==> config.mk <==
export PLATFORM = sky130hd
export DESIGN_NAME = multi_ch_ro_ctrl_flat
export DESIGN_NICKNAME = d
export VERILOG_FILES = /design/src/rtl/multi_ch_ro_pkg.sv /design/src/rtl/multi_ch_ro_ctrl_if.sv /design/src/rtl/ro_next_ch.sv /design/src/rtl/multi_ch_ro_ctrl.sv /design/src/flat_wrapper.sv
export SDC_FILE = /design/constraint.sdc
export NUM_CORES = 1
export LEC_CHECK = 0
export CAP_MARGIN = 20
export CORE_UTILIZATION = 51
export CTS_CLUSTER_DIAMETER = 40
export DETAILED_ROUTE_END_ITERATION = 16
export PLACE_DENSITY = 0.79
export SLEW_MARGIN = 5
export SYNTH_ARGS = -nofsm -noshare
export SYNTH_HDL_FRONTEND = slang
export SYNTH_SLANG_ARGS = --single-unit
==> constraint.sdc <==
create_clock -name clk -period 2.2 [get_ports clk]
set_input_delay 0.44 -clock clk [delete_from_list [all_inputs] [get_ports clk]]
set_output_delay 0.44 -clock clk [all_outputs]
set_load 0.005 [all_outputs]
==> src/rtl/multi_ch_ro_pkg.sv <==
// Shared definitions for the multi-channel readout controller:
// the state encoding, default parameter values and width helpers.
package multi_ch_ro_pkg;

    localparam int DEF_N_CH    = 4;
    localparam int DEF_SAMPLES = 256;
    localparam int DEF_CNT_W   = 16;

    typedef enum logic [1:0] {
        IDLE    = 2'd0,
        ACQ     = 2'd1,
        READY   = 2'd2,
        ZYNQ_RD = 2'd3
    } state_t;

    function automatic int clog2(input int v);
        int r;
        r = 0;
        for (int i = 0; i < 31; i++) begin
            if ((1 << i) < v) r = i + 1;
        end
        return r;
    endfunction

    // A single channel still needs a one-bit channel index.
    function automatic int ch_width(input int n);
        return (clog2(n) < 1) ? 1 : clog2(n);
    endfunction

endpackage

==> src/rtl/multi_ch_ro_ctrl_if.sv <==
// Per-channel FIFO strobes and empty flags between the readout
// controller (master) and the sample FIFO bank (slave).
interface multi_ch_ro_ctrl_if #(
    parameter int N_CH = 4
) ();
    logic [N_CH-1:0] fifo_wr_en;
    logic [N_CH-1:0] fifo_rd_en;
    logic [N_CH-1:0] fifo_empty;

    modport master (
        output fifo_wr_en,
        output fifo_rd_en,
        input  fifo_empty
    );

    modport slave (
        input  fifo_wr_en,
        input  fifo_rd_en,
        output fifo_empty
    );
endinterface

==> src/rtl/ro_next_ch.sv <==
// Combinational priority finder: lowest set mask bit above the current
// channel, or the lowest set bit overall when first is high.
module ro_next_ch #(
    parameter int N_CH = 4,
    parameter int CH_W = 2
) (
    input  logic [N_CH-1:0] mask,
    input  logic [CH_W-1:0] cur,
    input  logic            first,
    output logic [CH_W-1:0] nxt,
    output logic            none_left
);

    // Scanning downward lets the lowest qualifying bit win.
    always_comb begin
        nxt       = '0;
        none_left = 1'b1;
        for (int i = N_CH - 1; i >= 0; i--) begin
            if (mask[i] && (first || (i > int'(cur)))) begin
                nxt       = CH_W'(i);
                none_left = 1'b0;
            end
        end
    end

endmodule

==> src/rtl/multi_ch_ro_ctrl.sv <==
// N-channel readout controller: captures a fixed-length window into every
// enabled FIFO on trigger, then drains the channels in ascending order.
module multi_ch_ro_ctrl
    import multi_ch_ro_pkg::*;
#(
    parameter  int N_CH    = DEF_N_CH,
    parameter  int SAMPLES = DEF_SAMPLES,
    parameter  int CNT_W   = DEF_CNT_W,
    localparam int CH_W    = ch_width(N_CH),
    localparam int SC_W    = clog2(SAMPLES)
) (
    input  logic             clk,
    input  logic             rst_n,
    input  logic             trigger,
    input  logic             eos,
    input  logic [N_CH-1:0]  ch_en,
    input  logic             zynq_rd_rq,
    multi_ch_ro_ctrl_if.master fifo_if,
    output logic [CH_W-1:0]  rd_ch,
    output logic             evt_ready,
    output logic             busy,
    output logic [CNT_W-1:0] evt_cnt,
    output logic [CNT_W-1:0] missed_cnt
);

    localparam logic [SC_W-1:0] LAST = SC_W'(SAMPLES - 1);

    state_t           state, state_nxt;
    logic [SC_W-1:0]  samp_cnt, samp_nxt;
    logic [SC_W-1:0]  word_cnt, word_nxt;
    logic [N_CH-1:0]  ch_mask, mask_nxt;
    logic [CH_W-1:0]  rd_ch_nxt;
    logic [CNT_W-1:0] evt_nxt, missed_nxt;
    logic [CH_W-1:0]  first_ch, next_ch;
    logic             first_none, next_none;
    logic             cur_empty, ch_done;

    ro_next_ch #(.N_CH(N_CH), .CH_W(CH_W)) u_first (
        .mask(ch_mask), .cur(rd_ch), .first(1'b1),
        .nxt(first_ch), .none_left(first_none)
    );

    ro_next_ch #(.N_CH(N_CH), .CH_W(CH_W)) u_next (
        .mask(ch_mask), .cur(rd_ch), .first(1'b0),
        .nxt(next_ch), .none_left(next_none)
    );

    assign cur_empty = fifo_if.fifo_empty[rd_ch];

    always_comb begin
        state_nxt  = state;
        samp_nxt   = samp_cnt;
        word_nxt   = word_cnt;
        mask_nxt   = ch_mask;
        rd_ch_nxt  = rd_ch;
        evt_nxt    = evt_cnt;
        missed_nxt = missed_cnt;
        ch_done    = 1'b0;

        if (trigger && (state != IDLE) && (missed_cnt != '1)) begin
            missed_nxt = missed_cnt + 1'b1;
        end

        case (state)
            IDLE: begin
                if (trigger && (|ch_en)) begin
                    state_nxt = ACQ;
                    mask_nxt  = ch_en;
                    samp_nxt  = '0;
                end
            end
            ACQ: begin
                if (eos || (samp_cnt == LAST)) begin
                    state_nxt = READY;
                    samp_nxt  = '0;
                end else begin
                    samp_nxt = samp_cnt + 1'b1;
                end
            end
            READY: begin
                if (zynq_rd_rq) begin
                    state_nxt = first_none ? IDLE : ZYNQ_RD;
                    rd_ch_nxt = first_ch;
                    word_nxt  = '0;
                end
            end
            ZYNQ_RD: begin
                // An empty FIFO under an active request ends the channel at once,
                // which is how a window shortened by eos gets skipped.
                if (zynq_rd_rq) begin
                    ch_done = cur_empty || (word_cnt == LAST);
                    if (!cur_empty) word_nxt = word_cnt + 1'b1;
                    if (ch_done) begin
                        word_nxt = '0;
                        if (next_none) begin
                            state_nxt = IDLE;
                            evt_nxt   = evt_cnt + 1'b1;
                        end else begin
                            rd_ch_nxt = next_ch;
                        end
                    end
                end
            end
            default: state_nxt = IDLE;
        endcase
    end

    always_ff @(posedge clk) begin
        if (!rst_n) begin
            state      <= IDLE;
            samp_cnt   <= '0;
            word_cnt   <= '0;
            ch_mask    <= '0;
            rd_ch      <= '0;
            evt_cnt    <= '0;
            missed_cnt <= '0;
        end else begin
            state      <= state_nxt;
            samp_cnt   <= samp_nxt;
            word_cnt   <= word_nxt;
            ch_mask    <= mask_nxt;
            rd_ch      <= rd_ch_nxt;
            evt_cnt    <= evt_nxt;
            missed_cnt <= missed_nxt;
        end
    end

    always_comb begin
        fifo_if.fifo_rd_en = '0;
        if ((state == ZYNQ_RD) && zynq_rd_rq && !cur_empty) begin
            fifo_if.fifo_rd_en[rd_ch] = 1'b1;
        end
    end

    assign fifo_if.fifo_wr_en = (state == ACQ) ? ch_mask : '0;
    assign busy      = (state != IDLE);
    assign evt_ready = (state == READY) || (state == ZYNQ_RD);

endmodule

==> src/flat_wrapper.sv <==
// flat-port wrapper written by rule: the top's interface ports become plain ports
module multi_ch_ro_ctrl_flat import multi_ch_ro_pkg::*;
#(
    parameter  int N_CH    = DEF_N_CH,
    parameter  int SAMPLES = DEF_SAMPLES,
    parameter  int CNT_W   = DEF_CNT_W,
    localparam int CH_W    = ch_width(N_CH),
    localparam int SC_W    = clog2(SAMPLES)
)
  (clk, rst_n, trigger, eos, ch_en, zynq_rd_rq, rd_ch, evt_ready, busy, evt_cnt, missed_cnt, fifo_if_fifo_wr_en, fifo_if_fifo_rd_en, fifo_if_fifo_empty);
  multi_ch_ro_ctrl_if #(.N_CH(N_CH)) fifo_if_i ();
  input  logic clk;
  input  logic rst_n;
  input  logic trigger;
  input  logic eos;
  input  logic [N_CH-1:0] ch_en;
  input  logic zynq_rd_rq;
  output logic [CH_W-1:0] rd_ch;
  output logic evt_ready;
  output logic busy;
  output logic [CNT_W-1:0] evt_cnt;
  output logic [CNT_W-1:0] missed_cnt;
  output wire logic [$bits(fifo_if_i.fifo_wr_en)-1:0] fifo_if_fifo_wr_en;
  output wire logic [$bits(fifo_if_i.fifo_rd_en)-1:0] fifo_if_fifo_rd_en;
  input wire logic [$bits(fifo_if_i.fifo_empty)-1:0] fifo_if_fifo_empty;
  assign fifo_if_fifo_wr_en = fifo_if_i.fifo_wr_en;
  assign fifo_if_fifo_rd_en = fifo_if_i.fifo_rd_en;
  assign fifo_if_i.fifo_empty = fifo_if_fifo_empty;
  multi_ch_ro_ctrl #(.N_CH(N_CH), .SAMPLES(SAMPLES), .CNT_W(CNT_W)) u_core (.clk(clk), .rst_n(rst_n), .trigger(trigger), .eos(eos), .ch_en(ch_en), .zynq_rd_rq(zynq_rd_rq), .fifo_if(fifo_if_i), .rd_ch(rd_ch), .evt_ready(evt_ready), .busy(busy), .evt_cnt(evt_cnt), .missed_cnt(missed_cnt));
endmodule
### Word level (Yosys, flattened, before mapping)

Cells that the tools add are included.

* reduce and logical (&&, ||, !) cells: 24
* equal/unequal tests: 14
* magnitude comparators: 5
* mux-type cells: 41
* $add $sub $neg: 4

Operators with widths (count)
* $mux 8: 6
* $mux 2: 18
* $add 16x1->16 const B: 2
* $pmux 8 s2: 2
* $add 8x1->8 const B: 2
* $eq 8x8->1 const B: 2
* $ne 16x16->1 const B: 1
* $logic_and 1x1->1: 9
* $mux 1: 9
* $mux 4: 2
* $ne 2x1->1 const B: 4
* $pmux 2 s4: 1
* $reduce_and 4->1: 2
* $ne 2x2->1 const B: 3
* $reduce_and 6->1: 1
* $reduce_bool 2->1: 3
* $reduce_and 5->1: 1
* $eq 2x2->1 const B: 2
* $gt 2x2->1 const A: 2
* $pmux 2 s2: 1
* $reduce_and 2->1: 2
* $reduce_or 4->1: 1
* $logic_or 1x1->1: 3
* $lt 2x3->1 const B: 1
* 8 further kinds: 8

* logic and storage cells: 95
* output and inout port bits: 44
* input bits: 13
* register bits: 56

### Logic depth before layout (Yosys ltp)

Gate-level depths: netlist of the first run.

* depth after elaboration: 9
* gate-level depth with buffers: 7
* depth with buffers taken out: 6

### Hierarchy

A second synthesis of the first run with hierarchy kept.

* cells, all modules: 376
* area, all modules: 3072.9 um2

By module, submodules not included
* multi_ch_ro_ctrl: area each 2900.3 um2, cells each 346, instances 1, seq. area each 1121.1 um2
* ro_next_ch: area each 86.3 um2, cells each 15, instances 2, seq. area each 0.0 um2

### Worst setup path after synthesis of the first run

No wires, ideal clock.

* path kind: reg-to-reg
* start point: reg u_core.rd_ch[0]
* end point: reg u_core.rd_ch[0]
* data required time: 2.079 ns
* library setup time: 0.121 ns
* setup slack: 0.300 ns
* buffers on the path: 1
* cell stages (with the launch flop): 6
* clock period less this slack: 1.900 ns
* arrival time: 1.778 ns
* path through: dfxtp_1 buf_4 mux4_2 a41o_4 a22o_1 mux2_4

* longest elaborated chain between the ends: 9
* elaborated cells between the ends (all ways): 22
* classes of those cells: 3 x order compare; 2 x eq/ne; 12 x mux; 5 x reduce/logical

RTL lines
* from (decl): RTL line multi_ch_ro_ctrl.sv:19 `output logic [CH_W-1:0] rd_ch,`
* from (signal assigned): RTL line multi_ch_ro_ctrl.sv:122 `rd_ch <= rd_ch_nxt;`
* $gt 2x2->1: RTL line ro_next_ch.sv:19 `if (mask[i] && (first || (i > int'(cur)))) begin`
* $logic_and 1x1->1: RTL line ro_next_ch.sv:19
* $mux 2 (3 in series): RTL line ro_next_ch.sv:19
* $mux 2: RTL line multi_ch_ro_ctrl.sv:95 `if (next_none) begin`
* $mux 2: RTL line multi_ch_ro_ctrl.sv:93 `if (ch_done) begin`
* $mux 2: RTL line multi_ch_ro_ctrl.sv:90 `if (zynq_rd_rq) begin`
* $pmux 2 s2: RTL line multi_ch_ro_ctrl.sv:64 `case (state)`

Several ways; a longest one is shown, not always the timed one. The select of a mux whose other input is x is not followed.
A chain may end at the register's enable or synchronous reset.

### Worst setup path in the final report of the first run

* start point: in zynq_rd_rq
* end point: out fifo_if_fifo_rd_en[2]

* longest elaborated chain between the ends: 3

RTL lines
* from (decl): RTL line flat_wrapper.sv:17 `input logic zynq_rd_rq;`
* $logic_and 1x1->1 (2 in series): RTL line multi_ch_ro_ctrl.sv:130 `if ((state == ZYNQ_RD) && zynq_rd_rq && !cur_empty) begin`
* $mux 4: RTL line multi_ch_ro_ctrl.sv:130
* to (decl): RTL line flat_wrapper.sv:24 `output wire logic [$bits(fifo_if_i.fifo_rd_en)-1:0] fifo_if_fifo_rd_en;`

Every way passes these cells.

==> results.tsv, run 1 <==
metric	value	unit
status	complete, no violations	
Max Clk Rate	479	MHz
DR pass1 iterations	4	
total CTS buffers	5	
Max VDD drop	398	uV
largest net degree at the start of global routing	28	
Post-synth EDFFs	0	
synthesis-to-layout area growth	27.8	%
worst path required time	1760	ps
Tmin final	2090	ps
Die ar.	5910	um2
DRT Wirelength	6.38	mm
Cells after Synth	343	
Final #Nets	422	
final hold vios	0	
residual DRC count	0	
Skew-Pair Late Insertion Delay	320	ps
Buffers on Ports	56	
relative slew slack	0.616	
Synth top cells by count	56 x dfxtp_1, 39 x nor2_1, 27 x a21oi_1, 27 x nand2_1, 21 x o21ai_0	
synthesized flop and latch total	56	
Hold Path Cell Cnt	2	
Post-Place Worst Slack	-171	ps
Max Cap Viol	0	
unrepaired setup endpoints after global routing	false	
area of the multi-input gates	1650	um2
sequential cell area	1120	um2
CP Class	input port to output pin	
hold path startpoint	u_core.evt_cnt[15]	
Finished Layout Cells	476	
Antenna Nets Post-Route	0	
Final Cycle Share	0.949	
r2r setup slk	290	ps
post-DP HPWL	4.71	mm
CP delay by family, top	buffers and inverters	
io pins	57	
vias per cell	5.71	
fillers	443	
fin area	3650	um2
Max stage delay on crit path	520	ps
All-Layer GR Usage	0.232	
GP Congestion	0.833	
CTS tree	done	
CTS root buf	clkbuf_8	
most numerous cell in the Yosys netlist	dfxtp_1	
Iteration-0 DRC Markers	96	
Syn. warnings	0	
fin worst setup slack	113	ps
synth top area cells	dfxtp_1 39%, nor2_1 5.1%, a21oi_1 4.7%, o21ai_0 3.7%, nand2_1 3.5%	
Cell Pwr Density	527	nW/um2
post-synthesis average cell area	8.33	um2
Pins Over Slew Limit	0	
sequential share of the synthesized area	0.392	
HP Class	register to register	
Worst Tran Pin Value	575	ps
number of placed cells counting well taps	467	
Hold-fix buffers, CTS	0	
Main synth FF type	dfxtp_1	
slowest CP cell	clkdlybuf4s50_1	
share of the synthesized area in the top cell type	0.392	
Synth async-reset ratio	0	
FF-to-FF Start	u_core.word_cnt[0]	
Critical Path AT	1650	ps
residual overflow from global routing	0	
Final Util	0.697	
vias in the first global route	2541	
Rows	26	
post-synthesis cell type count	54	
via count	2720	
total power	1.92	mW
cells along the critical path	dlygate4sd2_1 -> and3_1 -> nand2_1 -> nor3_1 -> clkdlybuf4s50_1	
post-synth net total	360	
Placed Area	3540	um2
Core Region	5240	um2
Worst Setup Start Kind	input port	
number of antenna diodes	0	
Worst Setup End Kind	output pin	
worst path bufs/invs	2	
Clock Pin Slew Worst Setup and Hold Paths	110	ps
RR Endpoint	u_core.evt_cnt[8]	
die height	76.9	um
die width	76.9	um
share of layout cells above drive strength 1	0.0911	
Critical Path Fanout Max	4	
Hold EP	u_core.evt_cnt[15]	
first-pass GRT wire length	11.3	mm
worst hold margin	497	ps
WL per Instance	13.4	um
post-route setup TNS	0	ps
Pleak	1.24	nW
leading area contributor after synthesis	dfxtp_1	
cell area after synthesis	2860	um2
initial antenna violation count	0	
H-tree depth	2	
Max Buffers Root-to-Sink	2	
R2R depth	5	
clock sink count	56	
worst clock skew	11.6	ps
Initial Util	0.546	
setup violators final	0	
## cell usage in the layout (no fill, tap or decap), types with 2 or more instances in the layout
master and instances:
nand2_1 27, or4_1 6, o21ai_0 21, a21oi_1 27, and2_1 4, a22oi_1 2
ha_1 4, and4_1 5, nor2b_1 2, nand3_1 15, a31oi_1 3, and3_1 8
o22ai_1 2, mux2i_1 7, nor2_1 39, clkdlybuf4s50_1 54, clkbuf_8 5, buf_4 15
clkinvlp_4 2, a311oi_1 2, nand4_1 9, xnor2_1 9, inv_1 7, nor4_1 3
nor3_1 9, o31ai_1 7, nand4_2 2, dfxtp_1 55, nand2b_1 3, or3_1 10
dlygate4sd2_1 2, or2_2 4, xor2_1 10, nor3b_1 2
## flip-flops by register name, indices dropped and copies added (netlist names)
register and flops:
u_core.evt_cnt 16, u_core.missed_cnt 16, u_core.samp_cnt 8, u_core.word_cnt 8
u_core.ch_mask 4, u_core.rd_ch 2, u_core.state 2
## layer usage
metal | share of wire | track usage | up-vias
met5 | 0 | 0 | -
met4 | 0.012 | 0.0692 | 0
met2 | 0.47 | 0.400 | 70
li1 | - | - | 1376
met1 | 0.47 | 0.290 | 1266
met3 | 0.047 | 0.0452 | 8
## area by class of cell
type	count	share of cell area
timing repair buffer	71	0.184
tap	70	0.0240
inverter	8	0.00822
sequential	56	0.308
multi-input combinational	263	0.451
clock buffer	5	0.0188
clock inverter	3	0.00651
## report_power, final
group          leakage, nW  internal [mW]  switching (mW)
sequential           0.453           1.03          0.0330
combinational        0.745          0.137           0.146
clock               0.0404          0.226           0.347
## worst register-to-register path: stages, from the launching register on
cell     delay [ps]
dfxtp_1         420
ha_1            270
a41o_4          300
nand4_4         170
or4_1           550
a21oi_1         160
## kinds of logic after synthesis
group | count (synthesis) | synth area share
multiplexers | 10 | 0.0416
flip-flops | 56 | 0.392
adder cells (fa/ha/maj) | 4 | 0.0175
XOR/XNOR | 19 | 0.0582
buffers and inverters | 24 | 0.0341
AND/OR/NAND/NOR | 153 | 0.289
AO/OA/AOI/OAI | 77 | 0.167
## what timing repair did
| item | in CTS | in global routing |
|---|---|---|
| setup buffers | 0 | 1 |
| resized for setup | 3 | 2 |
| setup endpoints to repair | 6 | 4 |
## worst max path at each step
| stage | startpoint | end | slack [ps] | cells after the start |
|---|---|---|---|---|
| CTS | u_core.state[0] | fifo_if_fifo_rd_en[2] | 30 | 4 |
| finish | zynq_rd_rq | fifo_if_fifo_rd_en[2] | 110 | 5 |
| detailed placement | zynq_rd_rq | fifo_if_fifo_rd_en[1] | -170 | 4 |
| global route | u_core.state[0] | fifo_if_fifo_rd_en[2] | 10 | 4 |
| floorplan | u_core.rd_ch[0] | u_core.rd_ch[0] | 300 | 5 |
| global placement | zynq_rd_rq | fifo_if_fifo_rd_en[1] | -160 | 4 |
(Power assumes the default switching activity.)
==> inputs of run 2 (changes only) <==
- CTS_CLUSTER_SIZE: default -> 8
==> results of run 2 <==
Final layout, timing and power as in run 1 (identical DEF).
